**src/rtl/mcpu_bus_pkg.sv**
```systemverilog
// Shared types for the multi-cycle CPU load/store bus unit.
// Holds the access size codes, the FSM state encoding and the size-to-bytes helper.
package mcpu_bus_pkg;

    typedef enum logic [1:0] {
        SZ_BYTE  = 2'b00,
        SZ_HALF  = 2'b01,
        SZ_WORD  = 2'b10,
        SZ_DWORD = 2'b11
    } size_e;

    typedef enum logic [1:0] {
        IDLE   = 2'b00,
        ACCESS = 2'b01,
        DONE   = 2'b10,
        ERR    = 2'b11
    } state_e;

    function automatic logic [3:0] size_bytes(input logic [1:0] size);
        return 4'd1 << size;
    endfunction

endpackage

```
**src/rtl/mcpu_lane_align.sv**
```systemverilog
// Combinational lane steering: byte enables, store-data replication across lanes,
// and load-data right-justification with sign or zero extension.
module mcpu_lane_align
    import mcpu_bus_pkg::*;
#(
    parameter int DATA_W = 32,
    localparam int NB    = DATA_W / 8,
    localparam int OFF_W = $clog2(DATA_W / 8),
    localparam int IDX_W = $clog2(DATA_W)
)(
    input  logic [1:0]        i_size,
    input  logic [OFF_W-1:0]  i_off,
    input  logic              i_sign_ext,
    input  logic [DATA_W-1:0] i_wdata,
    input  logic [DATA_W-1:0] i_din,
    output logic [NB-1:0]     o_byte_en,
    output logic [DATA_W-1:0] o_data_rep,
    output logic [DATA_W-1:0] o_load_ext
);

    logic [3:0]        w_bytes;
    logic [NB-1:0]     w_lane_mask;
    logic [DATA_W-1:0] w_shifted;
    logic [6:0]        w_fbits;
    logic [6:0]        w_fbits_c;
    logic [IDX_W-1:0]  w_msb;
    logic              w_sign;

    assign w_bytes     = size_bytes(i_size);
    assign w_lane_mask = NB'((16'd1 << w_bytes) - 16'd1);
    assign o_byte_en   = w_lane_mask << i_off;

    // Lane b carries byte (b mod bytes) of the store data; bytes is a power of two.
    always_comb begin
        o_data_rep = '0;
        for (int b = 0; b < NB; b++) begin
            o_data_rep[8*b +: 8] = i_wdata[8*(b & (int'(w_bytes) - 1)) +: 8];
        end
    end

    // Field width is clamped so an illegal dword size on a 32-bit bus stays in range.
    assign w_shifted = i_din >> {i_off, 3'b000};
    assign w_fbits   = {w_bytes, 3'b000};
    assign w_fbits_c = (w_fbits > 7'(DATA_W)) ? 7'(DATA_W) : w_fbits;
    assign w_msb     = IDX_W'(w_fbits_c - 7'd1);
    assign w_sign    = i_sign_ext & w_shifted[w_msb];

    always_comb begin
        o_load_ext = '0;
        for (int i = 0; i < DATA_W; i++) begin
            o_load_ext[i] = (7'(i) < w_fbits_c) ? w_shifted[i] : w_sign;
        end
    end

endmodule

```
**src/rtl/mcpu_bus_unit.sv**
```systemverilog
// Load/store bus unit between the CPU controller and the MIO bus: latches a request,
// runs one bus cycle with a bounded wait, and reports completion or an error.
module mcpu_bus_unit
    import mcpu_bus_pkg::*;
#(
    parameter int DATA_W  = 32,
    parameter int ADDR_W  = 32,
    parameter int TIMEOUT = 255,
    localparam int NB     = DATA_W / 8,
    localparam int OFF_W  = $clog2(DATA_W / 8),
    localparam int CNT_W  = (TIMEOUT < 2) ? 1 : $clog2(TIMEOUT + 1)
)(
    input  logic              clk,
    input  logic              reset,
    input  logic              req,
    input  logic              we,
    input  logic [1:0]        size,
    input  logic              sign_ext,
    input  logic [ADDR_W-1:0] addr,
    input  logic [DATA_W-1:0] wdata,
    output logic              busy,
    output logic              done,
    output logic [DATA_W-1:0] rdata,
    output logic              err_align,
    output logic              err_timeout,
    output logic              CPU_MIO,
    output logic              mem_w,
    output logic [ADDR_W-1:0] Addr_out,
    output logic [DATA_W-1:0] Data_out,
    output logic [NB-1:0]     byte_en,
    input  logic [DATA_W-1:0] Data_in,
    input  logic              MIO_ready,
    output state_e            o_dbg_state
);

    state_e            r_state;
    state_e            w_next;
    logic              r_we;
    logic [1:0]        r_size;
    logic              r_sign_ext;
    logic [ADDR_W-1:0] r_addr;
    logic [DATA_W-1:0] r_wdata;
    logic [DATA_W-1:0] r_rdata;
    logic [CNT_W-1:0]  r_cnt;
    logic              r_to_err;
    logic [2:0]        w_req_mask;
    logic              w_req_bad;
    logic              w_tmo;
    logic              w_acc;
    logic [NB-1:0]     w_be;
    logic [DATA_W-1:0] w_rep;
    logic [DATA_W-1:0] w_load_ext;

    // Alignment is judged on the live request so a bad access never reaches the bus.
    assign w_req_mask = 3'(size_bytes(size) - 4'd1);
    assign w_req_bad  = ((size == SZ_DWORD) && (DATA_W != 64)) || (|(addr[2:0] & w_req_mask));
    assign w_tmo      = (TIMEOUT != 0) && (r_cnt == CNT_W'(TIMEOUT));

    always_comb begin
        w_next = r_state;
        case (r_state)
            IDLE:    if (req) w_next = w_req_bad ? ERR : ACCESS;
            ACCESS: begin
                if (MIO_ready)  w_next = DONE;
                else if (w_tmo) w_next = ERR;
            end
            DONE:    w_next = IDLE;
            ERR:     w_next = IDLE;
            default: w_next = IDLE;
        endcase
    end

    always_ff @(posedge clk or posedge reset) begin
        if (reset) begin
            r_state    <= IDLE;
            r_we       <= 1'b0;
            r_size     <= 2'b00;
            r_sign_ext <= 1'b0;
            r_addr     <= '0;
            r_wdata    <= '0;
            r_rdata    <= '0;
            r_cnt      <= '0;
            r_to_err   <= 1'b0;
        end else begin
            r_state <= w_next;
            case (r_state)
                IDLE: begin
                    if (req) begin
                        r_we       <= we;
                        r_size     <= size;
                        r_sign_ext <= sign_ext;
                        r_addr     <= addr;
                        r_wdata    <= wdata;
                        r_cnt      <= '0;
                        r_to_err   <= 1'b0;
                    end
                end
                ACCESS: begin
                    if (MIO_ready) begin
                        if (!r_we) r_rdata <= w_load_ext;
                    end else begin
                        r_cnt <= r_cnt + CNT_W'(1);
                        if (w_tmo) r_to_err <= 1'b1;
                    end
                end
                default: ;
            endcase
        end
    end

    mcpu_lane_align #(.DATA_W(DATA_W)) u_align (
        .i_size     (r_size),
        .i_off      (r_addr[OFF_W-1:0]),
        .i_sign_ext (r_sign_ext),
        .i_wdata    (r_wdata),
        .i_din      (Data_in),
        .o_byte_en  (w_be),
        .o_data_rep (w_rep),
        .o_load_ext (w_load_ext)
    );

    // Bus outputs decode straight from state so an async reset drops them at once.
    assign w_acc       = (r_state == ACCESS);
    assign busy        = (r_state != IDLE);
    assign done        = (r_state == DONE) || (r_state == ERR);
    assign err_align   = (r_state == ERR) && !r_to_err;
    assign err_timeout = (r_state == ERR) && r_to_err;
    assign CPU_MIO     = w_acc;
    assign mem_w       = w_acc & r_we;
    assign Addr_out    = w_acc ? {r_addr[ADDR_W-1:OFF_W], {OFF_W{1'b0}}} : '0;
    assign Data_out    = w_acc ? w_rep : '0;
    assign byte_en     = w_acc ? w_be : '0;
    assign rdata       = r_rdata;
    assign o_dbg_state = r_state;

endmodule

```
**config.mk**
```make
export PLATFORM = sky130hd
export DESIGN_NAME = mcpu_bus_unit
export DESIGN_NICKNAME = d
export VERILOG_FILES = /design/src/rtl/mcpu_bus_pkg.sv /design/src/rtl/mcpu_lane_align.sv /design/src/rtl/mcpu_bus_unit.sv
export SDC_FILE = /design/constraint.sdc
export NUM_CORES = 1
export LEC_CHECK = 0
export BUFFER_PORTS_ARGS = -buffer_cell sky130_fd_sc_hd__buf_2
export CAP_MARGIN = 20
export CORE_MARGIN = 2
export CORE_UTILIZATION = 45
export DETAILED_ROUTE_END_ITERATION = 10
export GPL_ROUTABILITY_DRIVEN = 1
export PLACE_DENSITY = 0.77
export SLEW_MARGIN = 15
export SYNTH_ARGS = -nofsm -noshare
export SYNTH_HDL_FRONTEND = slang
export SYNTH_SLANG_ARGS = --single-unit
```
**constraint.sdc**
```tcl
create_clock -name clk -period 3.7 [get_ports clk]
set_clock_uncertainty 0.1 [all_clocks]
set_input_delay 0.555 -clock clk [delete_from_list [all_inputs] [get_ports clk]]
set_output_delay 0.555 -clock clk [all_outputs]
set_load 0.05 [all_outputs]
```
* Word-level counts from Yosys, hierarchy flattened *
Index checks and enable logic that the tools add are counted.
Widths: inputs -> output; s select.

storage, ports and cells
  bits in registers = 111
  input bits = 104
  output and inout port bits = 108
  logic and storage cells = 134

operators by class
  add/sub/neg operators = 5
  order comparisons = 34
  equal/unequal tests = 9
  shift operators = 8
  mux-type cells = 50
  bitwise operators = 4
  reduce and logical (&&, ||, !) cells = 15

operators with widths
  cell                 number
  $lt 5x7->1 const A   16
  $mux 32              2
  $shiftx 32x6->8      2
  $lt 4x7->1 const A   8
  $mux 1               36
  $shiftx 32x5->8      1
  $shr 32x5->32        1
  $lt 3x7->1 const A   4
  $mux 8               2
  $pmux 8 s2           1
  $lt 1x7->1 const A   2
  $lt 2x7->1 const A   2
  $add 8x1->8 const B  1
  $eq 8x8->1 const B   1
  $mux 2               4
  $gt 7x6->1 const B   1
  $mux 7               1
  $eq 2x2->1 const B   3
  $lt 5x6->1 const B   1
  $ne 2x2->1 const B   3
  $pmux 2 s3           1
  $reduce_and 3->1     2
  $bmux 1 s5           1
  $sub 5x1->5 const B  1
  23 further kinds     28

* Longest topological paths before layout *
  word-level depth = 8
  depth in mapped cells = 11
  depth with buffers taken out = 7

* Modules after synthesis *
Synthesis repeated with hierarchy kept, for this count alone.

unflattened totals
  cell total of the unflattened synthesis = 709
  area total of the unflattened synthesis = 6,327.3 um^2

modules (own cells, without submodules)
  module           instances  cells each  area an instance (um^2)  seq. area each (um^2)
  mcpu_bus_unit    1          499         4,808.4                  2,777.7
  mcpu_lane_align  1          210         1,519.0                  0.0

* Worst setup path before layout *
Ideal clock, no wire load.

  kind = flip-flop to output port
  from = register r_size[1]
  to = output port Data_out[24]
  arrival = 2.947 ns
  required time = 3.045 ns
  setup slack = 0.098 ns
  stages on the path, launching flop included = 9
  path buffers = 4
  path through = dfrtp_1 buf_6 or2_1 buf_6 clkbuf_1 ha_1 clkbuf_1 nand2b_1 o21ai_0

on the way
  longest elaborated chain between the ends = 4

RTL lines
  element                 line                   RTL
  start, declared         mcpu_bus_unit.sv:39    logic [1:0] r_size;
  start signal, assigned  mcpu_bus_unit.sv:90    r_size <= size;
  $shl 1x2->4             mcpu_bus_pkg.sv:20     return 4'd1 << size;
  $sub 2x1->2             n/a
  $shiftx 32x6->8         mcpu_lane_align.sv:37  o_data_rep[8*b +: 8] = i_wdata[8*(b & (int'(w_bytes) - 1)) +: 8];
  $mux 32                 mcpu_bus_unit.sv:131   assign Data_out = w_acc ? w_rep : '0;
  end, declared           mcpu_bus_unit.sv:29    output logic [DATA_W-1:0] Data_out,

Every way passes these cells.

* Final worst setup path *
Ends and elaborated chain as after synthesis.

==> flow_summary.ini <==
[status]
status = finished, final reports clean

[sta]
drv_slew = 0
hold_viol_final = 0
slew_headroom = 0.399
setup_viol = 0
finalSetupTns_ns = 0
finalCritPeriodShare = 0.899
period_needed_ns = 3.32
fmax_mhz = 301
whs_ns = 0.306
rsz0062_at_grt = false
worst_pin_slew_ns = 0.900

[critical_path]
worstPathRequired_ns = 3.04
path_max_fanout = 13
r2r_setup_slack_ns = 0.85
cp-startpoint = r_size[1]$_DFFE_PP0P_
start_kind = flip-flop
cp.arrival_ns = 2.67
crit_type = flip-flop to output pin
endpoint = Data_out[24]
r2r-start = r_size[1]$_DFFE_PP0P_
reg2reg_depth = 8
r2r_end = rdata[22]$_DFFE_PP0P_
cp-end-kind = output pin

[routing]
post_drt_wl_per_cell_um = 17.9
drt_pass1_iterations = 4
drt-initial-drc-count = 307
viasPerCell = 5.45
vias = 4778
drtAntennaViolNets = 0
drt_wl_total_um = 15700
drt_drc_violations_left = 0

[clock_tree]
cts_resized = 0
cts_made_buffers = 9
clk_latency_ns = 0.35
clk_pin_slew_ns = 0.07
postCtsHoldBufs = 0
cts_tree = built
htreeDepth = 3
ctsRootBufferMaster = clkbuf_16
cts_buffer_depth = 2
post_cts.repair.setup_buffers = 0
cts_sinks = 111

[pwr]
p_per_area_mw_per_mm2 = 1060
p_leak_uw = 0.00355
irDropWorstVdd_uv = 777

[yosys]
synth_seq_cells = 111
ys_warn_count = 0
ys_types = 41
syn_inst = 515
ys_seq_area_frac = 0.493
synth_ff_type = dfrtp_1
postSynthAreaPerCell_um2 = 10.9
synth_enable_flop_cells = 0
syn_area_mm2 = 0.00563
synthArstFlopShare = 1.00

[flow_run]
cap_violations = 0

[cells_and_area]
final_util = 0.588
n_fill_cell = 1088
area_delta_synth_final_pct = 26.5
diodes = 0
drive_above_1_share = 0.456
layout.nets = 811

[grt]
grt_pass1_wl_um = 24000
grt_max_degree = 72
grt_pass1_vias = 4643
antenna_found_initial = 0
grt.overflow.total = 0
track_usage = 0.232

[die]
start_util = 0.465
io_pins = 212
core-area_mm2 = 0.0121
row_count = 40
die-area_mm2 = 0.0134
fp.dieW_um = 116
die_y_um = 116

[placement]
place_congestion = 0.886
port_buffers = 209
post-dp-hpwl_um = 11400

[min_path]
hp-class = primary input to asynchronous set/reset pin
Yosys cell counts, types with 2 or more instances:
| cell type | number | area [µm²] |
|---|---|---|
| nand3_1 | 3 | 15.0 |
| nand4_1 | 5 | 31.3 |
| buf_4 | 2 | 15.0 |
| mux2i_1 | 24 | 240 |
| a21oi_1 | 19 | 95.1 |
| dfrtp_1 | 111 | 2780 |
| o21ai_0 | 14 | 70.1 |
| and2_1 | 40 | 250 |
| nor2b_1 | 3 | 18.8 |
| ha_1 | 3 | 37.5 |
| a221o_1 | 16 | 160 |
| buf_2 | 7 | 35.0 |
| and3_1 | 2 | 12.5 |
| buf_6 | 3 | 33.8 |
| nand2b_1 | 7 | 43.8 |
| o311ai_0 | 8 | 70.1 |
| o211ai_1 | 16 | 120 |
| xor2_1 | 5 | 43.8 |
| clkbuf_1 | 20 | 75.1 |
| nand2_1 | 53 | 199 |
| inv_1 | 9 | 33.8 |
| buf_1 | 9 | 33.8 |
| mux2_2 | 82 | 923 |
| nor3_1 | 5 | 25.0 |
| nor2_1 | 33 | 124 |
cells in the final DEF, fill, tap and decap left out, types with 2 or more instances in the layout:
master / synthesis / routed
buf_4: 2 / 8
dfrtp_1: 111 / 111
conb_1: 1 / 2
nand4_1: 5 / 5
and3_1: 2 / 2
mux2_2: 82 / 82
nor2_1: 33 / 32
clkbuf_16: 0 / 9
a221o_1: 16 / 16
ha_1: 3 / 3
inv_6: 1 / 2
nor3_1: 5 / 5
nor2b_1: 3 / 3
bufinv_16: 0 / 2
a21oi_1: 19 / 19
inv_1: 9 / 8
o311ai_0: 8 / 8
nand2_1: 53 / 53
clkinvlp_4: 0 / 2
nand2b_1: 7 / 7
o211ai_1: 16 / 16
mux2i_1: 24 / 24
buf_2: 7 / 209
and2_1: 40 / 40
nand3_1: 3 / 3
xor2_1: 5 / 5
o21ai_0: 14 / 14
cell families (layout without fill, tap and decap cells):
logic type / Yosys count / in the layout / share of synthesized area
AND/OR/NAND/NOR: 158 / 158 / 0.139
flip-flops: 111 / 111 / 0.493
multiplexers: 107 / 107 / 0.211
AO/OA/AOI/OAI: 79 / 79 / 0.100
buffers and inverters: 51 / 244 / 0.0418
XOR/XNOR: 5 / 5 / 0.00778
adder cells (fa/ha/maj): 3 / 3 / 0.00667
other: 1 / 2 / 0.000666
power by group:
part           leakage (µW)  total [µW]  switching, µW  internal (µW)
clock              0.000155        1080            464            616
sequential          0.00136        2130            375           1760
combinational       0.00203        4320           2970           1350
state kept, by name, indices dropped and copies added, names as in the netlist:
signal and count:
o_dbg_state 2, r_addr 32, r_cnt 8, r_sign_ext 1
r_size 2, r_to_err 1, r_wdata 32, r_we 1
rdata 32
worst min path at each step:
stage                           start  slack [ns]  cells after the start                      end
6_report                        reset        0.31                      2    rdata[31]$_DFFE_PP0P_
5_1_grt                     wdata[27]        0.32                      2  r_wdata[27]$_DFFE_PP0P_
4_1_cts                      addr[20]        0.32                      2   r_addr[20]$_DFFE_PP0P_
3_3_place_gp   r_addr[28]$_DFFE_PP0P_        0.38                      1   r_addr[28]$_DFFE_PP0P_
2_1_floorplan  r_addr[10]$_DFFE_PP0P_        0.37                      1   r_addr[10]$_DFFE_PP0P_
3_5_place_dp   r_addr[25]$_DFFE_PP0P_        0.39                      1   r_addr[25]$_DFFE_PP0P_
worst max-delay path: stages (launching register included):
cell,delay [ns]
dfrtp_1,0.44
buf_4,0.22
or2_1,0.26
ha_1,0.49
nand2b_1,0.36
o21ai_0,0.25
buf_2,0.30
routing by layer:
layer / GRT usage / vias to the layer above / part of all wire
li1: - / 2185 / -
met1: 0.292 / 2370 / 0.41
met2: 0.397 / 202 / 0.50
met3: 0.0518 / 21 / 0.070
met4: 0.0786 / 0 / 0.019
met5: 0 / - / 0
final cells by class:
class	count	area, µm²	share of cell area
Clock inverter	6	92.6	0.0130
Tap cell	168	210	0.0295
Timing Repair Buffer	218	1130	0.158
Multi-Input combinational cell	354	2640	0.370
Sequential cell	111	2780	0.390
Inverter	10	45.0	0.00632
Clock buffer	10	239	0.0335
stage by stage:
| stage | total power, µW | worst slack [ns] | std cells | cell area [µm²] |
|---|---|---|---|---|
| 2_1_floorplan | 5460 | 0.0981 | 516 | 5640 |
| 3_3_place_gp | 6380 | 0.865 | 861 | 6790 |
| 3_5_place_dp | 6470 | 0.773 | 861 | 6790 |
| 4_1_cts | 7560 | 0.373 | 877 | 7130 |
| 5_1_grt | 7920 | 0.216 | 877 | 7130 |
| 6_report | 7530 | 0.375 | 877 | 7130 |
No activity file was read; power rests on OpenSTA's default activity.
